### config.mk
export PLATFORM = sky130hd
export DESIGN_NAME = spi_gyro_responder
export DESIGN_NICKNAME = d
export VERILOG_FILES = /design/src/rtl/spi_gyro_responder.sv
export SDC_FILE = /design/constraint.sdc
export NUM_CORES = 1
export LEC_CHECK = 0
export ABC_AREA = 1
export BUFFER_PORTS_ARGS = -buffer_cell sky130_fd_sc_hd__buf_2
export CORE_ASPECT_RATIO = 1.5
export CORE_MARGIN = 5
export CORE_UTILIZATION = 55
export DETAILED_ROUTE_END_ITERATION = 12
export PLACE_DENSITY_LB_ADDON = 0.12
export SYNTH_ARGS = -nofsm -noshare
export SYNTH_HDL_FRONTEND = slang
export SYNTH_SLANG_ARGS = --single-unit
export TNS_END_PERCENT = 1
### constraint.sdc
create_clock -name i_clk -period 2.4 [get_ports i_clk]
set_input_delay 0.48 -clock i_clk [delete_from_list [all_inputs] [get_ports i_clk]]
set_output_delay 0.48 -clock i_clk [all_outputs]
set_load 0.02 [all_outputs]
### src/rtl/spi_gyro_responder.sv
// -----------------------------------------------------------------------------
// spi_gyro_responder
//   SPI mode-3 slave that stands in for the L3G4200D gyroscope on the board
//   SPI link. SCLK/CSN/MOSI are oversampled in the i_clk domain, the command
//   byte is decoded and a small register file is served (WHO_AM_I, CTRL_REG1..5,
//   OUT_TEMP, STATUS, OUT_X/Y/Z). A sample generator feeds new readings.
//
// Ports
//   i_clk           system clock, >= 8x sclk
//   i_rst_n         asynchronous active-low reset
//   i_sclk          SPI clock (idles high)
//   i_csn           chip select, active low
//   i_mosi          master-to-slave data
//   o_miso          slave-to-master data (idles high)
//   i_x_in/y/z      16-bit angular-rate sample
//   i_temp_in       8-bit temperature sample
//   i_sample_valid  one-clk strobe qualifying the sample inputs
//   o_ctrl_reg1/4   current CTRL_REG1 / CTRL_REG4
//   o_cfg_wr        one-clk pulse after a write to 0x20..0x24
//   o_busy          synchronised csn is low
//
// Build option
//   SPI_AUTOINC_EN  when defined, the MS command bit advances the address after
//                   every data byte; otherwise the address never moves.
// -----------------------------------------------------------------------------
module spi_gyro_responder #(
    parameter logic [7:0] WHO_AM_I_VAL = 8'hD3,
    parameter logic [7:0] CTRL1_RST    = 8'h07,
    parameter int         SYNC_STAGES  = 2
) (
    input  logic        i_clk,
    input  logic        i_rst_n,
    input  logic        i_sclk,
    input  logic        i_csn,
    input  logic        i_mosi,
    output logic        o_miso,
    input  logic [15:0] i_x_in,
    input  logic [15:0] i_y_in,
    input  logic [15:0] i_z_in,
    input  logic [7:0]  i_temp_in,
    input  logic        i_sample_valid,
    output logic [7:0]  o_ctrl_reg1,
    output logic [7:0]  o_ctrl_reg4,
    output logic        o_cfg_wr,
    output logic        o_busy
);

    typedef enum logic [1:0] {ST_IDLE, ST_CMD, ST_DATA} state_t;

    state_t r_state, w_state_nxt;

    logic [SYNC_STAGES-1:0] r_sclk_sync, r_csn_sync, r_mosi_sync;
    logic        r_sclk_d, r_csn_d;
    logic [2:0]  r_bit_cnt;
    logic [6:0]  r_rx;
    logic [7:0]  r_tx;
    logic        r_rw;
    logic [5:0]  r_addr;
    logic        r_miso, r_cfg_wr;
    logic [7:0]  r_ctrl1, r_ctrl2, r_ctrl3, r_ctrl4, r_ctrl5;
    logic [15:0] r_out_x, r_out_y, r_out_z, r_pend_x, r_pend_y, r_pend_z;
    logic [7:0]  r_out_temp, r_pend_temp;
    logic        r_pend_vld, r_zyxda, r_zyxor;
`ifdef SPI_AUTOINC_EN
    logic        r_ms;
`endif

    logic        w_sclk_s, w_csn_s, w_mosi_s;
    logic        w_sclk_rise, w_sclk_fall, w_csn_fall, w_active;
    logic [7:0]  w_rx_byte, w_rd_byte;
    logic        w_byte_done, w_cmd_done, w_data_done;
    logic [5:0]  w_next_addr, w_load_addr;
    logic        w_load, w_stat_clr, w_wr;

    // ---------------- synchronisers and edge detection ----------------
    always_ff @(posedge i_clk or negedge i_rst_n) begin
        if (!i_rst_n) begin
            r_sclk_sync <= '1;
            r_csn_sync  <= '1;
            r_mosi_sync <= '0;
            r_sclk_d    <= 1'b1;
            r_csn_d     <= 1'b1;
        end else begin
            r_sclk_sync <= {r_sclk_sync[SYNC_STAGES-2:0], i_sclk};
            r_csn_sync  <= {r_csn_sync[SYNC_STAGES-2:0],  i_csn};
            r_mosi_sync <= {r_mosi_sync[SYNC_STAGES-2:0], i_mosi};
            r_sclk_d    <= w_sclk_s;
            r_csn_d     <= w_csn_s;
        end
    end

    assign w_sclk_s    = r_sclk_sync[SYNC_STAGES-1];
    assign w_csn_s     = r_csn_sync[SYNC_STAGES-1];
    assign w_mosi_s    = r_mosi_sync[SYNC_STAGES-1];
    assign w_sclk_rise = w_sclk_s & ~r_sclk_d;
    assign w_sclk_fall = ~w_sclk_s & r_sclk_d;
    assign w_csn_fall  = ~w_csn_s & r_csn_d;

    // ---------------- byte framing ----------------
    assign w_active    = (r_state != ST_IDLE) && !w_csn_s;
    assign w_rx_byte   = {r_rx, w_mosi_s};
    assign w_byte_done = w_active && w_sclk_rise && (r_bit_cnt == 3'd7);
    assign w_cmd_done  = w_byte_done && (r_state == ST_CMD);
    assign w_data_done = w_byte_done && (r_state == ST_DATA);

`ifdef SPI_AUTOINC_EN
    assign w_next_addr = r_ms ? r_addr + 6'd1 : r_addr;   // 0x3F wraps to 0x00
`else
    assign w_next_addr = r_addr;
`endif

    // The command byte supplies the first read address directly; later loads
    // use the advanced address.
    assign w_load_addr = (r_state == ST_CMD) ? w_rx_byte[5:0] : w_next_addr;
    assign w_load      = w_cmd_done ? w_rx_byte[7] : (w_data_done && r_rw);
    assign w_stat_clr  = w_load && (w_load_addr == 6'h2D);
    assign w_wr        = w_data_done && !r_rw;

    always_comb begin
        w_rd_byte = 8'h00;
        case (w_load_addr)
            6'h0F:   w_rd_byte = WHO_AM_I_VAL;
            6'h20:   w_rd_byte = r_ctrl1;
            6'h21:   w_rd_byte = r_ctrl2;
            6'h22:   w_rd_byte = r_ctrl3;
            6'h23:   w_rd_byte = r_ctrl4;
            6'h24:   w_rd_byte = r_ctrl5;
            6'h26:   w_rd_byte = r_out_temp;
            6'h27:   w_rd_byte = {r_zyxor, 3'b000, r_zyxda, 3'b000};
            6'h28:   w_rd_byte = r_out_x[7:0];
            6'h29:   w_rd_byte = r_out_x[15:8];
            6'h2A:   w_rd_byte = r_out_y[7:0];
            6'h2B:   w_rd_byte = r_out_y[15:8];
            6'h2C:   w_rd_byte = r_out_z[7:0];
            6'h2D:   w_rd_byte = r_out_z[15:8];
            default: w_rd_byte = 8'h00;
        endcase
    end

    // ---------------- FSM ----------------
    always_ff @(posedge i_clk or negedge i_rst_n) begin
        if (!i_rst_n) r_state <= ST_IDLE;
        else          r_state <= w_state_nxt;
    end

    always_comb begin
        w_state_nxt = r_state;
        case (r_state)
            ST_IDLE: if (w_csn_fall) w_state_nxt = ST_CMD;
            ST_CMD:  if (w_cmd_done) w_state_nxt = ST_DATA;
            default: w_state_nxt = r_state;
        endcase
        // Deselect aborts from any state; partial bytes are simply dropped.
        if (w_csn_s) w_state_nxt = ST_IDLE;
    end

    // ---------------- shift path ----------------
    always_ff @(posedge i_clk or negedge i_rst_n) begin
        if (!i_rst_n) begin
            r_bit_cnt <= 3'd0;
            r_rx      <= 7'd0;
            r_tx      <= 8'd0;
            r_rw      <= 1'b0;
            r_addr    <= 6'd0;
            r_miso    <= 1'b1;
`ifdef SPI_AUTOINC_EN
            r_ms      <= 1'b0;
`endif
        end else begin
            if (r_state == ST_IDLE || w_csn_s) r_bit_cnt <= 3'd0;
            else if (w_sclk_rise)              r_bit_cnt <= r_bit_cnt + 3'd1;

            if (w_active && w_sclk_rise) r_rx <= w_rx_byte[6:0];

            if (w_cmd_done) begin
                r_rw   <= w_rx_byte[7];
                r_addr <= w_rx_byte[5:0];
`ifdef SPI_AUTOINC_EN
                r_ms   <= w_rx_byte[6];
`endif
            end else if (w_data_done) begin
                r_addr <= w_next_addr;
            end

            if (w_csn_s) begin
                r_miso <= 1'b1;
            end else if (w_load) begin
                r_tx <= w_rd_byte;
            end else if (w_sclk_fall && r_state == ST_DATA && r_rw) begin
                r_miso <= r_tx[7];
                r_tx   <= {r_tx[6:0], 1'b0};
            end
        end
    end

    // ---------------- register file ----------------
    always_ff @(posedge i_clk or negedge i_rst_n) begin
        if (!i_rst_n) begin
            r_ctrl1  <= CTRL1_RST;
            r_ctrl2  <= 8'h00;
            r_ctrl3  <= 8'h00;
            r_ctrl4  <= 8'h00;
            r_ctrl5  <= 8'h00;
            r_cfg_wr <= 1'b0;
        end else begin
            r_cfg_wr <= 1'b0;
            if (w_wr) begin
                case (r_addr)
                    6'h20: begin r_ctrl1 <= w_rx_byte; r_cfg_wr <= 1'b1; end
                    6'h21: begin r_ctrl2 <= w_rx_byte; r_cfg_wr <= 1'b1; end
                    6'h22: begin r_ctrl3 <= w_rx_byte; r_cfg_wr <= 1'b1; end
                    6'h23: begin r_ctrl4 <= w_rx_byte; r_cfg_wr <= 1'b1; end
                    6'h24: begin r_ctrl5 <= w_rx_byte; r_cfg_wr <= 1'b1; end
                    default: ;
                endcase
            end
        end
    end

    // ---------------- samples and STATUS ----------------
    always_ff @(posedge i_clk or negedge i_rst_n) begin
        if (!i_rst_n) begin
            r_out_x <= '0; r_out_y <= '0; r_out_z <= '0; r_out_temp <= '0;
            r_pend_x <= '0; r_pend_y <= '0; r_pend_z <= '0; r_pend_temp <= '0;
            r_pend_vld <= 1'b0;
            r_zyxda    <= 1'b0;
            r_zyxor    <= 1'b0;
        end else begin
            // Block data update: hold outputs while selected, keep only the newest.
            if (i_sample_valid && r_ctrl4[7] && !w_csn_s) begin
                r_pend_x <= i_x_in; r_pend_y <= i_y_in; r_pend_z <= i_z_in;
                r_pend_temp <= i_temp_in;
                r_pend_vld  <= 1'b1;
            end else if (i_sample_valid) begin
                r_out_x <= i_x_in; r_out_y <= i_y_in; r_out_z <= i_z_in;
                r_out_temp <= i_temp_in;
                r_pend_vld <= 1'b0;             // a direct sample supersedes any pending one
            end else if (w_csn_s && r_pend_vld) begin
                r_out_x <= r_pend_x; r_out_y <= r_pend_y; r_out_z <= r_pend_z;
                r_out_temp <= r_pend_temp;
                r_pend_vld <= 1'b0;
            end

            // A coincident clear and set leaves ZYXDA set and ZYXOR clear.
            if (i_sample_valid) begin
                r_zyxda <= 1'b1;
                r_zyxor <= w_stat_clr ? 1'b0 : (r_zyxor | r_zyxda);
            end else if (w_stat_clr) begin
                r_zyxda <= 1'b0;
                r_zyxor <= 1'b0;
            end
        end
    end

    assign o_miso      = r_miso;
    assign o_cfg_wr    = r_cfg_wr;
    assign o_busy      = ~w_csn_s;
    assign o_ctrl_reg1 = r_ctrl1;
    assign o_ctrl_reg4 = r_ctrl4;

endmodule

==> results.md, run 1 <==
* Status: finished with violations
* Failing checks: negative hold slack
* Largest net degree at the start of global routing at 62
* Worst EP arrival at between 2 and 3 ns
* Yosys warnings at 0
* Port-buffer cells at 80
* Syn Area/Cell at 8.756 µm²
* Register area share after synthesis at 53.10%
* WP data required at around 2.8 ns
* GPL Wtd Cong at around 0.94
* Peak supply drop at 0.5040 mV
* Cell Pwr Density at 654.0 mW/mm²
* Worst path bufs/invs at 3
* Post-synthesis adder-cell area fraction at less than 1%
* Final setup viols at 0
* CTS Buffer Depth at 2
* Clock power share at approximately 41%
* CTS sink count at 192
* Rows at 57
* Root Driver: clkbuf_16
* Vias per cell at around 5.4
* CTS tree: built
* Layout cell share with drive strength beyond 1 at 22.80%
* Final Hold Fails at 4
* Peak Freq at approximately 450 MHz
* Cell total after placement at 1,301
* Slowest cell delay on critical path at 0.37 ns
* Starting density of the core at 56.03%
* Clk slew on worst S/H paths at 0.07 ns
* Post-CTS Setup Inserts at 0
* Worst skew pair latency at 0.43 ns
* Synth area leaders: dfrtp_1, nand2_1, mux2_2
* CP Cell Sequence: inv_2 -> nand2_4 -> nand2_1 -> nand2_1 -> nor2_1 -> buf_12 -> inv_1 -> nor2_2 -> nand2_1 -> nand2_1 -> nor2_1 -> nand3_1 -> nand2_1 -> a21oi_2
* Vias in the first global route at 7,071
* Initial DRC Count at 518
* Switching share of power at 26.29%
* Final nets at 1,178
* Final slew viol count at 0
* Cell repeated most along the worst path: nand2_1
* Sequential Power Share at 50.7%
* R2R Path End: r_tx[5]
* Num CTS Buffers at 17
* Xor/xnor share of the synthesized area at 0%
* Iteration count of the initial detailed-routing pass at 5
* Fill count at 1,352
* Comb pwr share at roughly 7.9%
* # diodes at 0
* Simple-Gate Fraction of Synth Area at approximately 25%
* Finished layout cell area at between 0.01 and 0.015 mm²
* Crit path max fanout at 17
* Final Critical Period at 2.208 ns
* Top cell type's share of synthesized area at 50.21%
* Area leader, netlist: dfrtp_1
* Synth cell types at 32
* # Max-Cap Violations at 0
* H-tree Lvls at 4
* Cell Area, Synth at 0.009071 mm²
* Crit-path leading delay family: simple AND/OR/NAND/NOR gates
* Final WL at 22,710 µm
* Die Y-Extent at 167.3 µm
* RR Startpoint: r_state[1]
* Antenna violations before repair at 0
* NetSw at around 1800 µW
* Die area at 0.01921 mm²
* Internal at 5002 µW
* Worst Max-Slew Pin Slew at 0.5818 ns
* Reg2reg path depth at 14
* CTS Hold Buffers Added at 0
* Synth Instances at 1,036
* Max Clock Skew at 0.008083 ns
* Setup TNS at 0 ns
* Compound-Gate Fraction of Synth Area at about a tenth
* Boundary pin count at 81
* RSZ-0062 raised after global routing: true
* Setup crit end kind: flop
* Setup slack, reg-to-reg at 0.19 ns
* Detailed placement HPWL at about 17,000 µm
* Post-synthesis mux area share at 6.455%
* Gr ovfl total at 0
* Final hold slack at -0.002220 ns
* CORE AREA at 0.01619 mm²
* Critical path class: reg -> reg
* Global-route wire length before repair at 37,380 µm
* Post-route insts no fill at about 1.3k
* Drt wl/cell at roughly 17 µm
* Worst hold path type: in -> async
* Main combinational cell family by area after synthesis: simple AND/OR/NAND/NOR gates
* Startpoint Class: flop
* Yosys reg bits at around 190
* DRC at 0
* P&R area growth vs syn at 14.39%
* Crit share post-route at between 90 and 100%
* Total track usage at 24.79%
* Net count after synthesis at ~1.1k
* Die extent in x at 114.9 µm
* Dpl cell area at between 0.009 and 0.01 mm²
* Slew HR at 61.22%
* Antenna viol nets, final at 0
* Slowest-stage cell, CP: dfrtp_1
* Vias at 7,232
* Leakage at between 0.005 and 0.006 µW
-- synthesized netlist by cell type --
| master | instances |
|---|---|
| nand2_1 | 334 |
| dfrtp_1 | 182 |
| nor2_1 | 93 |
| nand3_1 | 69 |
| inv_1 | 55 |
| a31oi_1 | 52 |
| mux2_2 | 52 |
| o21ai_0 | 47 |
| clkbuf_1 | 27 |
| o21ai_1 | 19 |
| buf_2 | 11 |
| dfstp_2 | 10 |
| nand2_2 | 9 |
| a21oi_2 | 8 |
| nor2_4 | 8 |
| o21ai_2 | 7 |
| inv_2 | 6 |
| nand3_2 | 6 |
| nor3_1 | 6 |
| a21oi_1 | 5 |
| buf_4 | 5 |
| nor2_2 | 5 |
| buf_6 | 4 |
| o211ai_1 | 4 |
| a22o_1 | 2 |
| ha_1 | 2 |
| nand2_4 | 2 |
| nor3_4 | 2 |
| a22oi_1 | 1 |
| nor2_8 | 1 |
| nor3_2 | 1 |
| o31ai_1 | 1 |
-- state kept, by name, indices dropped and copies added (netlist names), 2 cells and up --
signal	flops
r_sclk_sync	2
r_state	2
r_ctrl3	8
r_ctrl5	8
r_pend_temp	8
r_pend_x	16
o_ctrl_reg4	8
r_out_y	16
r_pend_z	16
r_pend_y	16
r_rx	7
r_addr	6
r_ctrl2	8
r_tx	8
r_out_x	16
o_ctrl_reg1	8
r_mosi_sync	2
r_csn_sync	2
r_out_temp	8
r_bit_cnt	3
r_out_z	16
-- metal layers --
metal / global-route usage (%) / vias to the layer above / wire (µm) / share of wire, %
li1: - / 3555 / - / -
met1: 31.74 / 3429 / 9322 / 41
met2: 41.91 / 207 / 11700 / 52
met3: 4.729 / 41 / 1009 / 4.4
met4: 8.427 / 0 / 674 / 3.0
met5: 0 / - / 0 / 0
-- placed cells by master (no fill, tap or decap), types with 5 or more instances in the layout --
master and count:
nand2_1 334, nor3_1 6, nor2_2 6, inv_2 7
o21ai_2 7, a21oi_2 8, inv_1 54, clkbuf_16 17
nand3_2 7, dfstp_2 10, nand3_1 68, o21ai_1 19
a21oi_1 5, buf_4 19, buf_12 7, dfrtp_1 182
nor2_4 8, buf_2 79, a31oi_1 52, nand2_2 8
nor2_1 92, o21ai_0 47, mux2_2 52
-- worst max path at each step --
stage                         from             to  slack [ns]  cells past startpoint
floorplan            r_csn_sync[1]  r_out_temp[0]        0.54                      7
detailed placement      r_state[1]        r_tx[5]        0.02                     14
global placement        r_state[1]        r_tx[5]        0.04                     14
global route        r_sclk_sync[1]     r_ctrl3[1]       -0.05                      9
CTS                     r_state[1]        r_tx[5]       0.004                     14
finish                  r_state[1]        r_tx[5]        0.19                     14
-- power by group through the flow --
stage               Combinational, µW  Clock (µW)  Sequential [µW]
global route                      602        3010             3450
global placement                  533           0             3500
floorplan                         283           0             3460
CTS                               543        2860             3440
finish                            536        2810             3440
detailed placement                543           0             3500
-- cells by family after synthesis --
family          after synthesis
simple gates                536
compound gates              146
buf+inv                     108
flops                       192
fa+ha+maj                     2
mux                          52
-- cell type report --
type,instances,area [µm²],area share [%]
flip-flops and latches,192,4817,46.42
multi-input cells,736,3799,36.61
repair buffers,106,691.9,6.668
clock buffers,18,429.2,4.136
well taps,206,257.7,2.484
inverters,61,229.0,2.207
clock inverters,14,152.6,1.471
-- through the flow --
stage               power, µW  util (%)  setup slack, ns  hold slack (ns)
floorplan                3742         -           0.5406           0.1844
global placement         4033     60.45          0.03968           0.3457
detailed placement       4047     60.45          0.02084           0.3472
CTS                      6847     64.05         0.004457          0.01140
global route             7065     64.09         -0.05360          0.01508
finish                   6786     64.09           0.1918        -0.002220
-- timing repair --
| action | 4_1_cts | 5_1_grt |
|---|---|---|
| endpoints found under the setup margin | 0 | 17 |
| hold endpoints to repair | 0 | 0 |
| gates resized for setup | 0 | 2 |
Power figures use the tool's default switching activity.
==> run 2, diff against run 1 <==
--- a/config.mk
+++ b/config.mk
@@ -9,7 +9,8 @@
 export BUFFER_PORTS_ARGS = -buffer_cell sky130_fd_sc_hd__buf_2
 export CORE_ASPECT_RATIO = 1.5
 export CORE_MARGIN = 5
-export CORE_UTILIZATION = 55
+export CORE_UTILIZATION = 65
+export CTS_BUF_LIST = sky130_fd_sc_hd__clkbuf_4 sky130_fd_sc_hd__clkbuf_8
 export DETAILED_ROUTE_END_ITERATION = 12
 export PLACE_DENSITY_LB_ADDON = 0.12
 export SYNTH_ARGS = -nofsm -noshare
==> constraint.sdc (replaced) <==
create_clock -name i_clk -period 2.6 [get_ports i_clk]
set_input_delay 0.52 -clock i_clk [delete_from_list [all_inputs] [get_ports i_clk]]
set_output_delay 0.52 -clock i_clk [all_outputs]
set_load 0.02 [all_outputs]
==> results.md, run 2 (synthesis results as in run 1) <==
* Num CTS Buffers at 17 (unchanged)
* Finished layout cell area at 0.01005 mm² (-3.1%)
* NetSw at 1513 µW (-15%)
* Gr ovfl total at 0 (unchanged)
* Internal at 4059 µW (-19%)
* Vias in the first global route at 6,859 (-3.0%)
* Critical path class: reg -> reg
* Final Hold Fails at 0 (-4)
* Root Driver: clkbuf_8
* # Max-Cap Violations at 0 (unchanged)
* Worst hold path type: in -> reg
* Crit path max fanout at 18 (+1)
* Worst Max-Slew Pin Slew at 0.7972 ns (+0.2154 ns)
* Startpoint Class: flop
* Final Critical Period at 2.301 ns (+0.09268 ns)
* Iteration count of the initial detailed-routing pass at 5 (unchanged)
* Final nets at 1,173 (-0.42%)
* Setup TNS at 0 ns (unchanged)
* Switching share of power at 27.15% (+0.86 points)
* Drt wl/cell at 17.15 µm (+0.70%)
* Die extent in x at 106.5 µm (-7.3%)
* Worst EP arrival at 2.71 ns (+0.14 ns)
* Starting density of the core at 65.45% (+9.4 points)
* CORE AREA at 0.01386 mm² (-14%)
* Comb pwr share at 8.6% (+0.7 points)
* Global-route wire length before repair at 36,360 µm (-2.7%)
* Clk slew on worst S/H paths at 0.10 ns (+0.03 ns)
* Peak supply drop at 0.4200 mV (-17%)
* Die Y-Extent at 154.7 µm (-7.5%)
* Sequential Power Share at 57.0% (+6.3 points)
* Antenna violations before repair at 0 (unchanged)
* Post-CTS Setup Inserts at 0 (unchanged)
* Pre-CTS setup slack at 0.3216 ns (+0.3008 ns)
* Total track usage at 28.49% (+3.7 points)
* # diodes at 0 (unchanged)
* Layout cell share with drive strength beyond 1 at 22.46% (-0.34 points)
* WP data required at 3.01 ns (+0.24 ns)
* Setup crit end kind: flop
* CTS tree: built
* Status: finished, final reports clean
* Final WL at 22,080 µm (-2.8%)
* Port-buffer cells at 80 (unchanged)
* Most common cell after layout, fill and taps aside: nand2_1
* CTS sink count at 192 (unchanged)
* GPL Wtd Cong at 0.9467 (+1.2%)
* Cell Pwr Density at 554.4 mW/mm² (-15%)
* Final hold slack at 0.1370 ns (+0.1393 ns)
* Antenna viol nets, final at 0 (unchanged)
* Dpl cell area at 0.009653 mm² (-1.4%)
* Final setup viols at 0 (unchanged)
* Initial DRC Count at 453 (-13%)
* Vias per cell at 5.611 (+3.4%)
* Max Clock Skew at 0.01159 ns (+0.003503 ns)
* Peak Freq at 434.6 MHz (-4.0%)
* Vias at 7,222 (-0.14%)
* Rows at 53 (-7.0%)
* Boundary pin count at 81 (unchanged)
* Largest net degree at the start of global routing at 62 (unchanged)
* Leakage at 0.005045 µW (-2.4%)
* Slew HR at 46.85% (-14 points)
* H-tree Lvls at 4 (unchanged)
* Fill count at 1,125 (-17%)
* Clock power share at 34.4% (-7.0 points)
* P&R area growth vs syn at 10.79%
* Most frequent cells in the layout: nand2_1, dfrtp_1, nor2_1, buf_2, nand3_1
* Die area at 0.01647 mm² (-14%)
* CTS Buffer Depth at 2 (unchanged)
* Final worst setup slack at 0.2991 ns (+0.1073 ns)
* Detailed placement HPWL at 16,210 µm (-3.5%)
* Final slew viol count at 0 (unchanged)
* Crit share post-route at 88.50% (-3.5 points)
* Worst skew pair latency at 0.48 ns (+0.05 ns)
* RSZ-0062 raised after global routing: false
* DRC at 0 (unchanged)
## run 2: changes by cell type in the layout (fill, tap and decap cells not counted), sizes merged
cell | before | now
buf | 105 | 99
dlygate4sd3 | 0 | 1
clkbuf | 19 | 20
inv | 67 | 66
clkinv | 3 | 4
clkinvlp | 4 | 3
## run 2: through the flow
stage | total power, µW | utilization (%) | std cells
6_report | 5571 | 72.51 | 1287
3_3_place_gp | 3702 | 69.65 | 1254
2_1_floorplan | 3455 | - | 1036
4_1_cts | 5597 | 72.49 | 1287
5_1_grt | 5794 | 72.51 | 1287
3_5_place_dp | 3713 | 69.65 | 1254
## run 2: worst max-delay path: stages, from the launching register on
cell	delay, ns
dfrtp_1	0.38
inv_2	0.21
nand2_2	0.22
nand2_1	0.11
nand2_1	0.10
nor2_2	0.18
buf_4	0.25
nand3_2	0.13
nand2_1	0.10
nor2_1	0.06
nand2_2	0.05
nor2_2	0.04
nor2_4	0.18
nand2_1	0.10
a21oi_2	0.12
## run 2: final timing paths
check	slack, ns	startpoint	end	depth (start not counted)
worst max-delay path	0.30	r_state[1]	r_tx[7]	14
worst min-delay path	0.14	i_csn	r_csn_sync[0]	1
worst max register to register	0.30	r_state[1]	r_tx[7]	14
worst min register to register	0.36	r_sclk_sync[0]	r_sclk_sync[1]	0
max in group asynchronous	1.33	i_rst_n	r_pend_y[15]	3
min in group asynchronous	0.54	i_rst_n	o_ctrl_reg4[5]	2
## run 2: power by group through the flow
stage          combinational (µW)  sequential [µW]  clock, µW
4_1_cts                       484             3170       1940
2_1_floorplan                 262             3190          0
6_report                      481             3180       1910
5_1_grt                       541             3190       2070
3_3_place_gp                  471             3230          0
3_5_place_dp                  482             3230          0
## run 2: cell type report
| class | instances | area [µm²] | area share (%) |
|---|---|---|---|
| well taps | 165 | 206.4 | 2.054 |
| clock inverters | 13 | 128.9 | 1.282 |
| inverters | 61 | 229.0 | 2.278 |
| repair buffers | 101 | 619.3 | 6.163 |
| multi-input cells | 736 | 3794 | 37.75 |
| clock buffers | 19 | 255.2 | 2.540 |
| flip-flops and latches | 192 | 4817 | 47.93 |
## run 2: layer usage
metal  up-vias  routed length [µm]  GRT usage [%]
met5         -                   0              0
met1      3454                8945          36.98
met3        36                 896          3.549
met4         0                 533          9.933
met2       201               11700          49.44
li1       3531                   -              -
## run 2: repair_timing
| item | 4_1_cts | 5_1_grt |
|---|---|---|
| hold buffers | 1 | 0 |
| endpoints found under the setup margin | 0 | 3 |
| endpoints found under the hold margin | 44 | 0 |
| gates resized for setup | 0 | 1 |
==> run 3, diff against run 2 <==
--- a/config.mk
+++ b/config.mk
@@ -11,7 +11,9 @@
 export CORE_MARGIN = 5
 export CORE_UTILIZATION = 65
 export CTS_BUF_LIST = sky130_fd_sc_hd__clkbuf_4 sky130_fd_sc_hd__clkbuf_8
+export CTS_CLUSTER_SIZE = 8
 export DETAILED_ROUTE_END_ITERATION = 12
+export MAX_ROUTING_LAYER = met4
 export PLACE_DENSITY_LB_ADDON = 0.12
 export SYNTH_ARGS = -nofsm -noshare
 export SYNTH_HDL_FRONTEND = slang
==> results.md, run 3 (synthesis results as in run 1) <==
* Status: finished, final reports clean
* Slowest-stage cell, CP: dfrtp_1
* Crit-path leading delay family: simple AND/OR/NAND/NOR gates
* Most frequent cells in the layout: nand2_1, dfrtp_1, nor2_1, buf_2, nand3_1
* CTS tree: built
* Global-route wire length before repair at 36,430 µm (+0.21%)
* Worst hold path type: in -> async
* Layout cell share with drive strength beyond 1 at 22.34% (-0.12 points)
* Largest net degree at the start of global routing at 92 (+48%)
* Cell repeated most along the worst path: nand2_1
* Peak supply drop at 0.4670 mV (+11%)
* CTS sink count at 192 (unchanged)
* Total track usage at 29.22% (+0.73 points)
* Slowest cell delay on critical path at 0.38 ns (about the same)
* Worst EP arrival at 2.79 ns (+0.08 ns)
* RSZ-0062 raised after global routing: false
* DRC at 0 (unchanged)
* Multi-input gate area at 0.003794 mm² (unchanged)
* Vias per cell at 5.623 (+0.21%)
* Final Hold Fails at 0 (unchanged)
* Final hold slack at 0.02214 ns (-0.1149 ns)
* Final setup viols at 0 (unchanged)
* Gr ovfl total at 0 (unchanged)
* Setup crit end kind: flop
* Root Driver: clkbuf_8
* Die Y-Extent at 154.7 µm (unchanged)
* Num CTS Buffers at 17 (unchanged)
* Startpoint Class: flop
* Most common cell after layout, fill and taps aside: nand2_1
* Setup TNS at 0 ns (unchanged)
* Register Area at 0.004817 mm² (unchanged)
* Die extent in x at 106.5 µm (unchanged)
* # diodes at 0 (unchanged)
* Crit share post-route at 91.71% (+3.2 points)
* H-tree Lvls at 4 (unchanged)
* Drt wl/cell at 17.28 µm (+0.72%)
* # Max-Cap Violations at 0 (unchanged)
* Initial DRC Count at 425 (-6.2%)
* Die area at 0.01647 mm² (unchanged)
* CORE AREA at 0.01386 mm² (unchanged)
* CTS Buffer Depth at 2 (unchanged)
* Worst path bufs/invs at 2 (unchanged)
* WP data required at 3.01 ns (about the same)
* Post-CTS Setup Inserts at 0 (unchanged)
* Final Core Density at 72.41% (-0.099 points)
* Vias at 7,220 (-0.028%)
* Antenna violations before repair at 0 (unchanged)
* Antenna viol nets, final at 0 (unchanged)
* Final WL at 22,180 µm (+0.48%)
* Setup slack, reg-to-reg at 0.22 ns (-0.08 ns)
* Worst Max-Slew Pin Slew at 0.7785 ns (-0.01868 ns)
* Final slew viol count at 0 (unchanged)
* Fill count at 1,083 (-3.7%)
* P&R area growth vs syn at 10.63%
* Rows at 53 (unchanged)
* Peak Freq at 419.4 MHz (-3.5%)
* Clk slew on worst S/H paths at 0.10 ns (about the same)
* Slew HR at 48.10% (+1.2 points)
* CP Cell Sequence: inv_2 -> nand2_2 -> nand2_1 -> nand2_1 -> nor2_2 -> inv_1 -> nor2_1 -> nand2_1 -> nand2_1 -> nor2_1 -> nand3_1 -> nand2_1 -> a21oi_2
* Detailed placement HPWL at 16,080 µm (-0.85%)
* Final Critical Period at 2.384 ns (+0.08353 ns)
* Max Clock Skew at 0.01484 ns (+0.003250 ns)
* Critical path class: reg -> reg
* Port-buffer cells at 80 (unchanged)
* Final nets at 1,170 (-0.26%)
* Boundary pin count at 81 (unchanged)
* GPL Wtd Cong at 1.001 (+5.7%)
* Starting density of the core at 65.45% (unchanged)
* Vias in the first global route at 7,153 (+4.3%)
* Iteration count of the initial detailed-routing pass at 5 (unchanged)
* Crit path max fanout at 17 (-1)
* Cell Pwr Density at 557.5 mW/mm² (+0.57%)
* Leakage at 0.005037 µW (-0.16%)
* Worst skew pair latency at 0.48 ns (about the same)
run 3: repair_timing:
action	in CTS	in global routing
resized for setup	0	1
setup endpoints to repair	0	1
hold buffers	0	0
hold endpoints to repair	0	0
run 3: per-layer routing:
| metal | GRT usage (%) | vias to the layer above | wire, µm | part of all wire [%] |
|---|---|---|---|---|
| met1 | 36.21 | 3448 | 9032 | 41 |
| met3 | 5.177 | 56 | 914 | 4.1 |
| li1 | - | 3534 | - | - |
| met2 | 47.20 | 182 | 11360 | 51 |
| met4 | 13.04 | 0 | 873 | 3.9 |
| met5 | - | - | 0 | 0 |
run 3: metrics by stage:
step | setup WS, ns | cells | total power, µW | cell area [µm²]
3_5_place_dp | 0.1410 | 1252 | 3716 | 9638
5_1_grt | 0.03794 | 1284 | 5821 | 10040
4_1_cts | 0.1145 | 1284 | 5634 | 10030
3_3_place_gp | 0.2133 | 1252 | 3703 | 9638
2_1_floorplan | 0.7406 | 1036 | 3455 | 9071
6_report | 0.2155 | 1284 | 5595 | 10040
run 3: area by class of cell:
class | instances | area share (%)
clock inverter | 13 | 1.459
timing repair buffer | 98 | 5.922
clock buffer | 19 | 2.481
tap | 165 | 2.057
multi-input combinational | 736 | 37.80
inverter | 61 | 2.282
sequential | 192 | 48.00
run 3: worst paths after layout:
path	cells after the start	start	endpoint
setup / recovery	13	r_state[1]	r_tx[2]
hold / removal	1	i_rst_n	o_ctrl_reg4[2]
setup reg to reg	13	r_state[1]	r_tx[2]
hold reg to reg	0	r_mosi_sync[0]	r_mosi_sync[1]
max in group asynchronous	2	i_rst_n	r_csn_sync[0]
min in group i_clk	1	i_sclk	r_sclk_sync[0]
run 3: power by group:
group | leakage (µW) | internal, µW | switching [µW] | total (µW)
clock | 0.000196 | 815 | 1120 | 1940
combinational | 0.00234 | 153 | 327 | 480
sequential | 0.00250 | 3090 | 87.6 | 3180
total | 0.00504 | 4060 | 1540 | 5600
